<file path="config.mk">
export PLATFORM = sky130hd
export DESIGN_NAME = debug_dump_tx
export DESIGN_NICKNAME = d
export VERILOG_FILES = /design/src/rtl/debug_dump_tx.sv
export SDC_FILE = /design/constraint.sdc
export NUM_CORES = 1
export LEC_CHECK = 0
export CAP_MARGIN = 20
export CORE_MARGIN = 2
export CORE_UTILIZATION = 50
export CTS_CLUSTER_SIZE = 28
export DETAILED_ROUTE_END_ITERATION = 10
export GPL_ROUTABILITY_DRIVEN = 0
export PLACE_DENSITY_LB_ADDON = 0.3
export SETUP_SLACK_MARGIN = 0.15
export SLEW_MARGIN = 10
export SYNTH_ARGS = -nofsm -noshare
export SYNTH_HDL_FRONTEND = slang
export SYNTH_SLANG_ARGS = --single-unit
</file>
<file path="constraint.sdc">
create_clock -name clock -period 3.65 [get_ports clock]
set_input_delay 1.095 -clock clock [delete_from_list [all_inputs] [get_ports clock]]
set_output_delay 1.095 -clock clock [all_outputs]
set_load 0.05 [all_outputs]
</file>
<file path="src/rtl/debug_dump_tx.sv">
// debug_dump_tx
//   After the pipeline halts, serialises execution state to the host through
//   tx_uart: the PC (zero-extended to NB_DATA), then reg[0..N_REGS-1], then
//   data-memory words [0..N_MEM_WORDS-1]. Each word goes out as 4 bytes, MSB
//   first. The register bank and DATAmem are read through borrowed ports that
//   the top level grants while busy_o=1 (one-cycle read latency assumed).
//
//   Optional feature (macro DEBUG_DUMP_CHECKSUM_EN): an 8-bit XOR of every
//   byte sent is appended as one extra byte after the last memory byte.
//
// Ports
//   clock          in   system clock, rising edge
//   reset          in   synchronous, active-high
//   start_i        in   one-cycle dump request (honoured only in IDLE)
//   pc_i           in   halted PC
//   reg_addr_o     out  register bank read address
//   reg_data_i     in   register bank read data
//   mem_addr_o     out  DATAmem byte address (word aligned)
//   mem_data_i     in   DATAmem read data
//   tx_done_tick_i in   tx_uart finished the current byte
//   tx_start_o     out  one-cycle pulse, start sending tx_data_o
//   tx_data_o      out  byte to send
//   busy_o         out  dump in progress
//   done_o         out  one-cycle pulse after the last byte is acknowledged
module debug_dump_tx #(
  parameter int NB_DATA     = 32,
  parameter int NB_REG      = 5,
  parameter int N_REGS      = 32,
  parameter int NB_MEM_ADDR = 7,
  parameter int N_MEM_WORDS = 32,
  parameter int NB_PC       = 7,
  parameter int N_BITS      = 8
) (
  input  logic                   clock,
  input  logic                   reset,
  input  logic                   start_i,
  input  logic [NB_PC-1:0]       pc_i,
  output logic [NB_REG-1:0]      reg_addr_o,
  input  logic [NB_DATA-1:0]     reg_data_i,
  output logic [NB_MEM_ADDR-1:0] mem_addr_o,
  input  logic [NB_DATA-1:0]     mem_data_i,
  input  logic                   tx_done_tick_i,
  output logic                   tx_start_o,
  output logic [N_BITS-1:0]      tx_data_o,
  output logic                   busy_o,
  output logic                   done_o
);

  localparam int N_WORDS_MAX = (N_REGS > N_MEM_WORDS) ? N_REGS : N_MEM_WORDS;
  // One spare count so the index never wraps inside a frame.
  localparam int NB_WIDX = $clog2(N_WORDS_MAX + 1);
  localparam logic [NB_WIDX-1:0] LAST_REG = NB_WIDX'(N_REGS - 1);
  localparam logic [NB_WIDX-1:0] LAST_MEM = NB_WIDX'(N_MEM_WORDS - 1);

  typedef enum logic [3:0] {
    S_IDLE,
    S_LOAD_PC,
    S_SEND,
    S_WAIT_TX,
    S_FETCH_ADDR,
    S_FETCH_LATCH,
`ifdef DEBUG_DUMP_CHECKSUM_EN
    S_SEND_CSUM,
    S_WAIT_CSUM,
`endif
    S_FINISH
  } state_t;

  typedef enum logic [1:0] {SRC_PC, SRC_REG, SRC_MEM} src_t;

  state_t                   r_state;
  state_t                   w_next;
  src_t                     r_src;
  logic [NB_DATA-1:0]       r_shift;
  logic [1:0]               r_byte_cnt;
  logic [NB_WIDX-1:0]       r_word_idx;
  logic [NB_REG-1:0]        r_reg_addr;
  logic [NB_MEM_ADDR-1:0]   r_mem_addr;
  logic [N_BITS-1:0]        r_tx_data;
  logic                     w_tx_start;
  logic                     w_busy;
  logic                     w_done;
  logic [NB_WIDX-1:0]       w_idx_inc;
  logic                     w_frame_end;
`ifdef DEBUG_DUMP_CHECKSUM_EN
  logic [N_BITS-1:0]        r_csum;
`endif

  assign w_idx_inc   = r_word_idx + 1'b1;
  assign w_frame_end = (r_src == SRC_MEM) && (r_word_idx == LAST_MEM);

  // Next state and control outputs
  always_comb begin
    w_next     = r_state;
    w_tx_start = 1'b0;
    w_busy     = 1'b1;
    w_done     = 1'b0;
    case (r_state)
      S_IDLE: begin
        w_busy = 1'b0;
        if (start_i) w_next = S_LOAD_PC;
      end
      S_LOAD_PC:     w_next = S_SEND;
      S_SEND: begin
        w_tx_start = 1'b1;
        w_next     = S_WAIT_TX;
      end
      S_WAIT_TX: begin
        if (tx_done_tick_i) begin
          if (r_byte_cnt != 2'd3) begin
            w_next = S_SEND;
          end else if (w_frame_end) begin
`ifdef DEBUG_DUMP_CHECKSUM_EN
            w_next = S_SEND_CSUM;
`else
            w_next = S_FINISH;
`endif
          end else begin
            w_next = S_FETCH_ADDR;
          end
        end
      end
      S_FETCH_ADDR:  w_next = S_FETCH_LATCH;
      S_FETCH_LATCH: w_next = S_SEND;
`ifdef DEBUG_DUMP_CHECKSUM_EN
      S_SEND_CSUM: begin
        w_tx_start = 1'b1;
        w_next     = S_WAIT_CSUM;
      end
      S_WAIT_CSUM: if (tx_done_tick_i) w_next = S_FINISH;
`endif
      S_FINISH: begin
        w_busy = 1'b0;
        w_done = 1'b1;
        w_next = S_IDLE;
      end
      default: begin
        w_busy = 1'b0;
        w_next = S_IDLE;
      end
    endcase
  end

  // State and datapath registers
  always_ff @(posedge clock) begin
    if (reset) begin
      r_state    <= S_IDLE;
      r_src      <= SRC_PC;
      r_shift    <= '0;
      r_byte_cnt <= '0;
      r_word_idx <= '0;
      r_reg_addr <= '0;
      r_mem_addr <= '0;
      r_tx_data  <= '0;
`ifdef DEBUG_DUMP_CHECKSUM_EN
      r_csum     <= '0;
`endif
    end else begin
      r_state <= w_next;
      case (r_state)
        S_LOAD_PC: begin
          r_shift    <= {{(NB_DATA-NB_PC){1'b0}}, pc_i};
          r_byte_cnt <= '0;
          r_word_idx <= '0;
          r_src      <= SRC_PC;
`ifdef DEBUG_DUMP_CHECKSUM_EN
          r_csum     <= '0;
`endif
        end
        S_SEND: begin
          r_tx_data <= r_shift[NB_DATA-1 -: N_BITS];
`ifdef DEBUG_DUMP_CHECKSUM_EN
          r_csum    <= r_csum ^ r_shift[NB_DATA-1 -: N_BITS];
`endif
        end
        S_WAIT_TX: begin
          if (tx_done_tick_i) begin
            r_shift    <= r_shift << N_BITS;
            r_byte_cnt <= r_byte_cnt + 2'd1;
            // Word boundary: the address is set here so it is already stable
            // during FETCH_ADDR, when the synchronous read samples it.
            if (r_byte_cnt == 2'd3) begin
              case (r_src)
                SRC_PC: begin
                  r_src      <= SRC_REG;
                  r_word_idx <= '0;
                  r_reg_addr <= '0;
                end
                SRC_REG: begin
                  if (r_word_idx == LAST_REG) begin
                    r_src      <= SRC_MEM;
                    r_word_idx <= '0;
                    r_mem_addr <= '0;
                  end else begin
                    r_word_idx <= w_idx_inc;
                    r_reg_addr <= NB_REG'(w_idx_inc);
                  end
                end
                default: begin
                  if (!w_frame_end) begin
                    r_word_idx <= w_idx_inc;
                    r_mem_addr <= {(NB_MEM_ADDR-2)'(w_idx_inc), 2'b00};
                  end
                end
              endcase
            end
          end
        end
        S_FETCH_LATCH: r_shift <= (r_src == SRC_MEM) ? mem_data_i : reg_data_i;
`ifdef DEBUG_DUMP_CHECKSUM_EN
        S_SEND_CSUM:   r_tx_data <= r_csum;
`endif
        default: ;
      endcase
    end
  end

  // The byte is presented combinationally during the start pulse and held
  // from r_tx_data until the next SEND.
  always_comb begin
    tx_data_o = r_tx_data;
    if (r_state == S_SEND) tx_data_o = r_shift[NB_DATA-1 -: N_BITS];
`ifdef DEBUG_DUMP_CHECKSUM_EN
    if (r_state == S_SEND_CSUM) tx_data_o = r_csum;
`endif
  end

  assign tx_start_o = w_tx_start;
  assign busy_o     = w_busy;
  assign done_o     = w_done;
  assign reg_addr_o = r_reg_addr;
  assign mem_addr_o = r_mem_addr;

endmodule
</file>
## Yosys cells after proc, flatten, opt, wreduce, memory -nomap -nowiden

Index checks and enable logic that the tools add are counted.

| word-level totals | value |
|---|---|
| input port bits | 75 |
| output and inout bits | 23 |
| bits in registers | 66 |
| logic and storage cells | 76 |

| operators by class | value |
|---|---|
| multiplexer cells | 30 |
| bitwise logic cells | 1 |
| eq/ne operators | 20 |
| reduce and logical (&&, ||, !) cells | 15 |
| add/subtract/negate cells | 2 |

Operator list:

| kind | count |
|---|---|
| 32-bit case mux with 3 select lines | 1 |
| 32-bit two-way mux | 2 |
| 6-bit two-way mux | 4 |
| 6-bit case mux with 2 select lines | 2 |
| 4-bit case mux with 5 select lines | 1 |
| 7-bit two-way mux | 2 |
| 7-bit case mux with 2 select lines | 1 |
| 4-bit by 3-bit == test with 1-bit output (second input constant) | 3 |
| 2-bit != test (second input constant) | 6 |
| 2-bit case mux with 2 select lines | 3 |
| 2-bit two-way mux | 5 |
| 5-bit case mux with 2 select lines | 1 |
| 5-bit AND reduction | 2 |
| 4-bit by 2-bit == test with 1-bit output (second input constant) | 2 |
| 4-bit two-way mux | 2 |
| 8-bit two-way mux | 1 |
| 6-bit by 1-bit adder with 6-bit output (second input constant) | 1 |
| 6-bit by 5-bit == test with 1-bit output (second input constant) | 1 |
| 3-bit != test (second input constant) | 2 |
| 2-bit AND reduction | 3 |
| 6-bit AND reduction | 1 |
| 5-bit two-way mux | 1 |
| 5-bit OR reduction | 1 |
| 2-bit == test (second input constant) | 2 |
| other kinds (15) | 18 |

## Logic depth before layout (Yosys ltp)

| depth | value |
|---|---|
| depth after elaboration | 7 |
| mapped depth | 6 |
| depth with buffers taken out | 5 |

## Worst setup path after synthesis

OpenSTA, ideal clock, no wires.

| path | value |
|---|---|
| kind | reg-to-output |
| from | register r_state[1] |
| to | output tx_data_o[0] |
| stages on the path, launching flop included | 5 |
| arrival time | 1.578 ns |
| required time | 2.555 ns |
| buffers on the path | 1 |
| slack | 0.977 ns |
| cell sequence | dfxtp_1 and2b_1 and2b_1 buf_2 mux2_1 |

| between the ends | value |
|---|---|
| longest elaborated chain between the ends | 2 |

Ends and longest elaborated chain:

| item | RTL line | RTL |
|---|---|---|
| start, declared | 71 | `state_t r_state;` |
| start signal, assigned | 159 | `r_state <= w_next;` |
| 4-bit by 2-bit == test with 1-bit output | 222 | `if (r_state == S_SEND) tx_data_o = r_shift[NB_DATA-1 -: N_BITS];` |
| 8-bit two-way mux | - |  |
| end, declared | 44 | `output logic [N_BITS-1:0] tx_data_o,` |

Every way passes these cells.

## Worst setup path in the final report

| path | value |
|---|---|
| from | register r_state[2] |
| to | output tx_start_o |

| between the ends | value |
|---|---|
| longest elaborated chain between the ends | 2 |

Ends and longest elaborated chain:

| item | RTL line | RTL |
|---|---|---|
| 4-bit by 2-bit == test with 1-bit output | 98 | `case (r_state)` |
| 1-bit two-way mux | 98 |  |
| end, declared | 43 | `output logic tx_start_o,` |

Every way passes these cells.

==> summary.md <==
| Metric | Value |
|---|---|
| Outcome | finished clean |
| Vias per cell | 5.75 |
| # diodes | 0 |
| Clock root buffer master | clkbuf_8 |
| CP endpoint kind | output pin |
| Max cap viols | 0 |
| Worst Skew | 0.00677 ns |
| Avg Inst Size Synth | 9.38 sq um |
| Peak supply drop | 0.000231 V |
| Die area | 7470 sq um |
| CTS tree | yes |
| Synth warnings | 0 |
| CORE AREA | 6680 sq um |
| Critical path class | reg2out |
| Pin count of the biggest net entering global routing | 64 |
| Async SR Flop Fraction | 0% |
| Dpl hpwl | 5510 um |
| Initial antenna violation count | 0 |
| Core Util, Final | 68.1% |
| Post-CTS Setup Inserts | 0 |
| Crit-path slowest cell | clkdlybuf4s50_1 |
| Post-synth EDFFs | 0 |
| I/O pins | 98 |
| TritonCTS sink count | 63 |
| Vias in the first global route | 2744 |
| Hold_ws | 0.460 ns |
| Post-Place Cells | 512 |
| Clock network fraction of total power | 42.2% |
| Number of H-tree levels | 3 |
| FMAX | 297 MHz |
| Post-CTS resize count | 2 |
| Critical path's top delay family | buffers and inverters |
| Worst setup margin | 0.278 ns |
| CTS Buf Count | 9 |
| RSZ-0062 raised after global routing | false |
| Crit path cell chain | and2b_1, and2b_1, clkdlybuf4s50_1 |
| Worst-path clk slew | 0.07 ns |
| Tmin final | 3.37 ns |
| Crit path buf inv count | 1 |
| Total number of vias | 3037 |
| Die Span X | 86.4 um |
| Leak | 1.64 nW |
| Pwr dens | 383 nW/um^2 |
| First-pass GRT wire length | 13100 um |
| Seq/Total Area, Yosys | 37.1% |
| Share of layout cells above drive strength 1 | 10.0% |
| Logic pwr share | 15.3% |
| Post-DRT Antenna Nets | 0 |
| Final period util | 92.4% |
| # port buffers | 95 |
| #FFs+latches synth | 63 |
| Hold Violations, Final | 0 |
| Primary FF master, synth | dfxtp_1 |
| Critical path peak fanout | 12 |
| Seq pwr share | 42.6% |
| CTS Buffer Depth | 2 |
| Clock Latency Late Sink | 0.34 ns |
| Initial DRT Pass Iterations | 4 |
| Pre-CTS setup slack | 0.425 ns |
| Setup TNS | 0 ns |
| Power Internal | 1.32 mW |
| Worst EP required | 2.55 ns |
| Routed WL | 7770 um |
| Area Growth Syn to Fin | 34.0% |
| Final Setup Violations | 0 |
| Die height | 86.4 um |
| Fill count | 543 |
| Max-slew headroom | 33.3% |
| Initial core utilization | 50.8% |
| Worst-Margin Slew | 1.00 ns |
| Initial DRC Count | 216 |
| Crit-path max cell delay | 0.87 ns |
| Post-Synthesis Cell Area | 3400 sq um |
| HP Class | reg2reg |
| Avg WL per Cell | 14.7 um |
| Slew Limit Fails | 0 |
| CP Launch Type | register |
| Overflow after GRT | 0 |
| Critical Path AT | 2.28 ns |
| Cell Rows | 30 |
| Fin cells | 528 |
| Most used cell along the critical path | and2b_1 |
| Cells after synthesis | 362 |
| Final net count | 520 |
| Drt drc | 0 |
| Total track usage | 21.8% |
| NetSw | 0.426 mW |
| Yosys cell types | 48 |
| Hold_buf cts | 0 |
| Sw frac | 24.4% |
## power groups by stage
stage	Combinational, mW	Sequential [mW]	Clock (mW)
floorplan	0.154	0.754	0
global placement	0.260	0.756	0
detailed placement	0.266	0.757	0
CTS	0.267	0.742	0.747
global route	0.290	0.746	0.777
finish	0.266	0.742	0.735
## worst paths after layout
| kind | startpoint | end | slack (ns) | cells past startpoint |
|---|---|---|---|---|
| hold / removal | r_byte_cnt[1]$_SDFFE_PP0P_ | r_byte_cnt[1]$_SDFFE_PP0P_ | 0.46 | 2 |
| hold reg to reg | r_byte_cnt[1]$_SDFFE_PP0P_ | r_byte_cnt[1]$_SDFFE_PP0P_ | 0.46 | 2 |
| setup / recovery | r_state[2]$_SDFFE_PP0P_ | tx_start_o | 0.28 | 3 |
| setup reg to reg | r_src[1]$_SDFFE_PP0P_ | r_shift[12]$_SDFFE_PP0P_ | 1.32 | 4 |
## flip-flops by register name (all words and copies together), names as in the netlist
name and count:
mem_addr_o 5, r_byte_cnt 2, r_shift 32, r_src 2
r_state 3, r_tx_data 8, r_word_idx 6, reg_addr_o 5
## cell families (layout without fill, tap and decap cells)
family                     after synthesis  count (layout)  share of synthesized area (%)
adders and majority gates                2               2                          0.737
AOI/OAI and AO/OA                      112             112                           24.0
buffers and inverters                   34             119                           5.71
and+or+nand+nor                        103             103                           17.0
xor gates and xnor gates                 2               2                          0.516
DFF                                     63              63                           37.1
other                                    1               2                          0.110
muxes                                   45              45                           14.8
## tightest hold or removal path, delay by kind of cell, from the launching register on
kind | cells | cell delay (ns)
AND/OR/NAND/NOR | 1 | 0.05
flip-flops | 1 | 0.31
AO/OA/AOI/OAI | 1 | 0.05
## cells in the final DEF, fill, tap and decap left out, types with 10 or more instances in the layout
master / instances
a211oi_1: 32
nor2b_1: 13
dfxtp_1: 63
clkdlybuf4s50_1: 86
nand2b_1: 10
a21oi_1: 20
buf_4: 13
nor2_1: 36
a22oi_1: 32
mux2_1: 38
## metal layers
| layer | global-route usage, % | part of all wire [%] | routed length, um | up-vias |
|---|---|---|---|---|
| li1 | - | - | - | 1513 |
| met1 | 31.3 | 47 | 3670 | 1412 |
| met2 | 32.2 | 45 | 3520 | 94 |
| met3 | 4.10 | 5.1 | 398 | 18 |
| met4 | 8.81 | 2.3 | 179 | 0 |
| met5 | 0 | 0 | 0 | - |
## final cells by class
cell class / count / area (sq um) / area share, %
flip-flops and latches: 63 / 1260 / 27.7
multi-input cells: 266 / 1960 / 43.1
inverters: 1 / 3.75 / 0.0825
clock buffers: 9 / 124 / 2.72
repair buffers: 102 / 981 / 21.6
clock inverters: 7 / 120 / 2.64
well taps: 80 / 100 / 2.20
## through the flow
stage | cell area, sq um | power [mW]
3_5_place_dp | 4310 | 1.02
2_1_floorplan | 3400 | 0.908
6_report | 4550 | 1.74
5_1_grt | 4550 | 1.81
3_3_place_gp | 4310 | 1.02
4_1_cts | 4550 | 1.76
## synth_stat cells, types with 2 or more instances
master / instances / area [sq um]
a211oi_1: 32 / 240
a21boi_2: 2 / 22.5
a21oi_1: 20 / 100
a22oi_1: 32 / 240
and2b_1: 2 / 15.0
and3_1: 5 / 31.3
and3b_1: 2 / 17.5
buf_2: 11 / 55.1
buf_4: 8 / 60.1
buf_6: 3 / 33.8
clkbuf_1: 11 / 41.3
dfxtp_1: 63 / 1260
ha_1: 2 / 25.0
mux2_1: 38 / 428
mux2_2: 3 / 33.8
mux2i_1: 4 / 40.0
nand2_1: 8 / 30.0
nand2b_1: 10 / 62.6
nand3_1: 7 / 35.0
nand3_2: 2 / 20.0
nand3b_1: 3 / 22.5
nor2_1: 36 / 135
nor2b_1: 14 / 87.6
nor3_1: 2 / 10.0
o211ai_1: 2 / 15.0
o21ai_0: 7 / 35.0
o31a_1: 2 / 17.5
o31ai_1: 7 / 52.6
or3_1: 2 / 12.5
or4_1: 3 / 22.5
xnor2_1: 2 / 17.5
No activity file was read; power rests on OpenSTA's default activity.
